<file path="src/rtl/unidade_controle.sv">
// Multi-cycle control unit feeding the ULA: latches an instruction in T0 and
// sequences the datapath strobes through T1..T3.
//
//   state | meaning
//   ------+----------------------------------------------------------
//   T0    | idle/fetch; IR loads from DIN when Run is high
//   T1    | MV/MVI/NOP execute and finish; ALU ops load A with Rx
//   T2    | ALU ops: Ry on bus, ULA result captured in G
//   T3    | ALU ops: G written back to Rx
module unidade_controle #(
  parameter int DATA_WIDTH = 16
) (
  input  logic                  clock_i,
  input  logic                  reset_i,
  input  logic                  run_i,
  input  logic [DATA_WIDTH-1:0] din_i,
  output logic                  ir_in_o,
  output logic [7:0]            r_out_o,
  output logic [7:0]            r_in_o,
  output logic                  din_out_o,
  output logic                  g_out_o,
  output logic                  a_in_o,
  output logic                  g_in_o,
  output logic [3:0]            operacao_o,
  output logic                  done_o,
  output logic                  busy_o
);

  typedef enum logic [1:0] {
    T0 = 2'd0,
    T1 = 2'd1,
    T2 = 2'd2,
    T3 = 2'd3
  } state_t;

  localparam logic [3:0] OP_MV  = 4'b0000;
  localparam logic [3:0] OP_MVI = 4'b0001;

  state_t                state_q, state_d;
  logic [DATA_WIDTH-1:0] ir_q, ir_d;

  logic [3:0] opcode;
  logic [2:0] rx, ry;
  logic [7:0] rx_oh, ry_oh;
  logic       is_alu;
  logic       unused_ir_bits;

  assign opcode = ir_q[DATA_WIDTH-1 -: 4];
  assign rx     = ir_q[DATA_WIDTH-5 -: 3];
  assign ry     = ir_q[DATA_WIDTH-8 -: 3];
  assign rx_oh  = 8'b0000_0001 << rx;
  assign ry_oh  = 8'b0000_0001 << ry;
  assign is_alu = opcode inside {[4'd5:4'd10]};

  assign unused_ir_bits = ^ir_q[DATA_WIDTH-11:0];

  always_ff @(posedge clock_i or posedge reset_i) begin
    if (reset_i) begin
      state_q <= T0;
      ir_q    <= '0;
    end else begin
      state_q <= state_d;
      ir_q    <= ir_d;
    end
  end

  always_comb begin
    state_d    = state_q;
    ir_d       = ir_q;
    ir_in_o    = 1'b0;
    r_out_o    = 8'b0;
    r_in_o     = 8'b0;
    din_out_o  = 1'b0;
    g_out_o    = 1'b0;
    a_in_o     = 1'b0;
    g_in_o     = 1'b0;
    operacao_o = 4'b0000;
    done_o     = 1'b0;

    case (state_q)
      T0: begin
        // Run is combinational into IRin, so mask it while reset is held.
        if (run_i && !reset_i) begin
          ir_in_o = 1'b1;
          ir_d    = din_i;
          state_d = T1;
        end
      end
      T1: begin
        if (opcode == OP_MV) begin
          r_out_o = ry_oh;
          r_in_o  = rx_oh;
          done_o  = 1'b1;
          state_d = T0;
        end else if (opcode == OP_MVI) begin
          din_out_o = 1'b1;
          r_in_o    = rx_oh;
          done_o    = 1'b1;
          state_d   = T0;
        end else if (is_alu) begin
          r_out_o = rx_oh;
          a_in_o  = 1'b1;
          state_d = T2;
        end else begin
          done_o  = 1'b1;
          state_d = T0;
        end
      end
      T2: begin
        r_out_o    = ry_oh;
        g_in_o     = 1'b1;
        operacao_o = opcode;
        state_d    = T3;
      end
      T3: begin
        g_out_o = 1'b1;
        r_in_o  = rx_oh;
        done_o  = 1'b1;
        state_d = T0;
      end
      default: state_d = T0;
    endcase
  end

  assign busy_o = (state_q != T0);

endmodule
</file>
<file path="config.mk">
export PLATFORM = sky130hd
export DESIGN_NAME = unidade_controle
export DESIGN_NICKNAME = d
export VERILOG_FILES = /design/src/rtl/unidade_controle.sv
export SDC_FILE = /design/constraint.sdc
export NUM_CORES = 1
export LEC_CHECK = 0
export CAP_MARGIN = 30
export CORE_MARGIN = 2
export CORE_UTILIZATION = 36
export DETAILED_ROUTE_END_ITERATION = 7
export GPL_ROUTABILITY_DRIVEN = 0
export HOLD_SLACK_MARGIN = 0.12
export PLACE_DENSITY = 0.73
export SETUP_SLACK_MARGIN = 0.4
export SYNTH_ARGS = -nofsm -noshare
export SYNTH_HDL_FRONTEND = slang
export SYNTH_SLANG_ARGS = --single-unit
</file>
<file path="constraint.sdc">
create_clock -name clock_i -period 4 [get_ports clock_i]
set_input_delay 0.4 -clock clock_i [delete_from_list [all_inputs] [get_ports clock_i]]
set_output_delay 0.4 -clock clock_i [all_outputs]
set_load 0.005 [all_outputs]
</file>
**After elaboration in Yosys (flattened, before gate mapping)**

Index checks and enable logic that the tools add are counted.

- Output and inout port bits: 27
- Bits of input ports: 19
- Register bits: 18
- Word-level logic and storage cells: 46

- Reduce and logical (&&, ||, !) cells: 7
- Muxes and demuxes: 28
- $lt $le $gt $ge: 2
- Equality and inequality tests: 5
- Shift operators: 2

Operator list:

| kind | count |
|---|---|
| 8-bit two-way mux | 5 |
| 8-bit case mux with 2 select lines | 2 |
| 1-bit by 3-bit << shifter with 8-bit output (first input constant) | 2 |
| 1-bit two-way mux | 14 |
| 2-bit two-way mux | 4 |
| 2-bit case mux with 4 select lines | 1 |
| 2-bit equality test (second input constant) | 2 |
| 4-bit by 1-bit equality test with 1-bit output (second input constant) | 1 |
| 4-bit by 3-bit >= comparator with 1-bit output (second input constant) | 1 |
| 4-bit <= comparator (second input constant) | 1 |
| 4-bit zero test | 1 |
| 4-bit two-way mux | 1 |
| 2-bit by 1-bit equality test with 1-bit output (second input constant) | 1 |
| 1-bit logical AND | 2 |
| 2-bit zero test | 1 |
| 2-bit inequality test (second input constant) | 1 |
| 1-bit case mux with 2 select lines | 1 |
| 2-bit AND reduction | 1 |
| 2-bit nonzero test | 1 |
| 1-bit zero test | 1 |

**Logic depth before layout (Yosys ltp)**

- Depth after elaboration: 6
- Mapped depth: 6
- Depth with buffers taken out: 6

**Least setup slack after synthesis**

No wires, ideal clock.

- Path kind: reg2out
- Start point: reg (tool-made name)
- End point: out r_out_o[1]
- Data required time: 3600 ps
- Cell stages (with the launch flop): 7
- Buffers on the path: 0
- Path slack: 2114 ps
- Data arrival time: 1486 ps
- Cells stage by stage: dfrtp_1 inv_1 ha_1 or3b_1 nor3_2 o21bai_2 o22ai_1

RTL lines:

| item | line | text |
|---|---|---|
| to (decl) | 18 | `output logic [7:0] r_out_o,` |

==> flow_summary.json <==
{
  "outcome": "complete, no violations",
  "fmax_mhz": 347,
  "synth_nets": 105,
  "h-tree-depth": 1,
  "hpwl_mm": 1.57,
  "p_leak_nw": 0.494,
  "yosys-top-cells-area": "dfrtp_1, mux2_2, ha_1, and2_1, o22ai_1",
  "dpl_worst_slack_ns": 1.45,
  "min_period_over_period_pct": 72.1,
  "rr_endpoint": "ir_q[7]",
  "grtUsageTotal_pct": 17.0,
  "antenna_found_initial": 0,
  "drt_pass1_iterations": 4,
  "reg2reg_slack_ns": 2.36,
  "ir_drop_uv": 350,
  "path_cells": "inv_1 -> ha_1 -> or3b_1 -> nor3_2 -> o21bai_2 -> o22ai_1 -> clkdlybuf4s50_1",
  "yosys_warnings": 0,
  "post-route-drc-count": 0,
  "setup_viol": 0,
  "synth_edf_count": 0,
  "regToRegStartpoint": "state_q[0]",
  "synth_compound_area_share_pct": 16.2,
  "die-height_um": 51.8,
  "cpPeakStageDelay_ns": 0.54,
  "clk_pin_slew_worst_paths_ns": 0.08,
  "dp_cells": 148,
  "total_power_uw": 735,
  "cts_resized": 0,
  "grt_max_degree": 13,
  "clk_path_buf_depth": 2,
  "slew-limit-headroom_pct": 67.6,
  "postSynth.asyncResetShare_pct": 100,
  "synth_top_family_by_area": "simple AND/OR/NAND/NOR gates",
  "cts-buffers-inserted": 3,
  "synthSimpleGateAreaFrac_pct": 21.0,
  "min_path_type": "input pin to async pin",
  "num_vias": 762,
  "syn_to_final_growth_pct": 54.0,
  "row_count": 17,
  "start_util_pct": 37.5,
  "worstMarginPinSlew_ns": 0.485,
  "synth_xor_area_share_pct": 0,
  "n_antenna_cell": 0,
  "finalMaxSlewViolations": 0,
  "synthFlopType": "dfrtp_1",
  "tns_ns": 0,
  "die_x_um": 51.8,
  "drv_cap": 0,
  "ant_nets": 0,
  "whs_ns": 0.467,
  "dieArea_mm2": 0.00268,
  "ys_ff_latch": 12,
  "synth_top_cell_area_share_pct": 36.6,
  "rsz0062_at_grt": "false",
  "layout_commonest_cell": "clkdlybuf4s50_1",
  "wl_mm": 1.99,
  "start_kind": "flop",
  "grt_pass1_wl_mm": 3.35,
  "synth.avg_cell_area_um2": 10.0,
  "worstSkewPairLatency_ns": 0.27,
  "period_minus_slack_ns": 2.89,
  "path_buf_inv": 2,
  "post_drt_wl_per_cell_um": 13.1,
  "drt_iter0_drc": 11,
  "cts_root_buffer": "clkbuf_4",
  "critical_path_cell_count": 7,
  "clock-sinks": 12,
  "critPathCaptureType": "primary output",
  "overflow": 0,
  "seq_area_frac_synth_pct": 36.6,
  "io_buffers": 39,
  "synthCells": 82,
  "cp_data_arrival_time_ns": 2.49,
  "first_global_vias": 720,
  "netlist-cell-type-count": 29,
  "core-area_mm2": 0.00219,
  "power_per_cell_area_mw_per_mm2": 582,
  "crit_slowest_cell": "clkdlybuf4s50_1",
  "synthesis.area_um2": 821,
  "stdcell_count": 151,
  "critPathTopFamily": "buffers and inverters",
  "synth.mux.area_fraction_pct": 16.8,
  "required_ns": 3.60,
  "drive_gt1_share_pct": 17.9,
  "reg2reg_depth": 4,
  "synth_fa_ha_area_share_pct": 6.10,
  "viasPerCell": 5.05,
  "hold_viol": 0,
  "clock_skew_ns": 0.00555,
  "multiInputGateArea_um2": 493,
  "synth_area_leader_cell": "dfrtp_1",
  "cts_tree": "done",
  "setup_ws_ns": 1.11,
  "fill_cells": 192,
  "final_cell_mix": "clkdlybuf4s50_1, dfrtp_1, mux2_2",
  "path_class": "flop to primary output",
  "layout.nets": 148,
  "regArea_um2": 300,
  "holdBufCountCts": 0,
  "crit_fanout": 5,
  "io_pins": 46,
  "postCtsSetupRepairBufs": 0
}
-- worst max path at each step --
stage,startpoint,to,slack [ns]
2_1_floorplan,flop,r_out_o[1],2.11
3_3_place_gp,flop,r_out_o[2],1.47
3_5_place_dp,flop,r_out_o[1],1.45
4_1_cts,flop,r_out_o[3],1.13
5_1_grt,flop,r_out_o[2],0.99
6_report,flop,r_out_o[3],1.11
-- flip-flops by register name, indices dropped and copies added (netlist names), named ones only --
signal and cells:
state_q 1, ir_q 10
-- synthesized netlist by cell type (2+ instances only) --
| library cell | number |
|---|---|
| and2_1 | 6 |
| dfrtp_1 | 12 |
| ha_1 | 4 |
| inv_1 | 6 |
| mux2_2 | 11 |
| nand2_1 | 2 |
| nand2b_1 | 2 |
| nand3b_1 | 2 |
| nor2_1 | 8 |
| nor3_1 | 2 |
| o21ai_1 | 2 |
| o21bai_1 | 2 |
| o22ai_1 | 6 |
| o32ai_2 | 2 |
-- metal layers --
metal	vias to the layer above	routed length (um)	global-route usage, %
li1	380	-	-
met2	27	1030	29.3
met4	0	9	5.26
met3	2	99	3.45
met1	353	850	21.2
met5	-	0	0
-- power by group --
| part | total, mW | leakage, nW | switching (mW) | internal, mW |
|---|---|---|---|---|
| logic | 0.395 | 0.336 | 0.169 | 0.226 |
| registers | 0.265 | 0.143 | 0.0842 | 0.181 |
| clock network | 0.0746 | 0.0138 | 0.0398 | 0.0348 |
-- logic make-up (layout without fill, tap and decap cells) --
family	after synthesis	count (layout)
adders and majority gates	4	4
and+or+nand+nor	30	30
buffers and inverters	7	48
AOI/OAI and AO/OA	17	17
DFF	12	12
muxes	12	12
-- worst reg2reg max path, delay by kind of cell (launching register included) --
family / cells / cell delay [ns]
adders and majority gates: 1 / 0.24
buffers and inverters: 1 / 0.08
DFF: 1 / 0.42
muxes: 1 / 0.39
and+or+nand+nor: 1 / 0.38
-- final cells by class --
| type | count | share of cell area (%) |
|---|---|---|
| sequential | 12 | 23.8 |
| tap | 28 | 2.77 |
| timing repair buffer | 39 | 30.9 |
| clock buffer | 3 | 1.78 |
| multi-input combinational | 63 | 39.0 |
| inverter | 6 | 1.78 |
-- metrics by stage --
stage	area [um2]	util [%]
after detailed placement	1240	56.7
after global routing	1260	57.7
after CTS	1260	57.7
final	1260	57.7
after floorplan	821	-
after global placement	1240	56.7
Note: power is estimated with default switching activity, not from simulation.
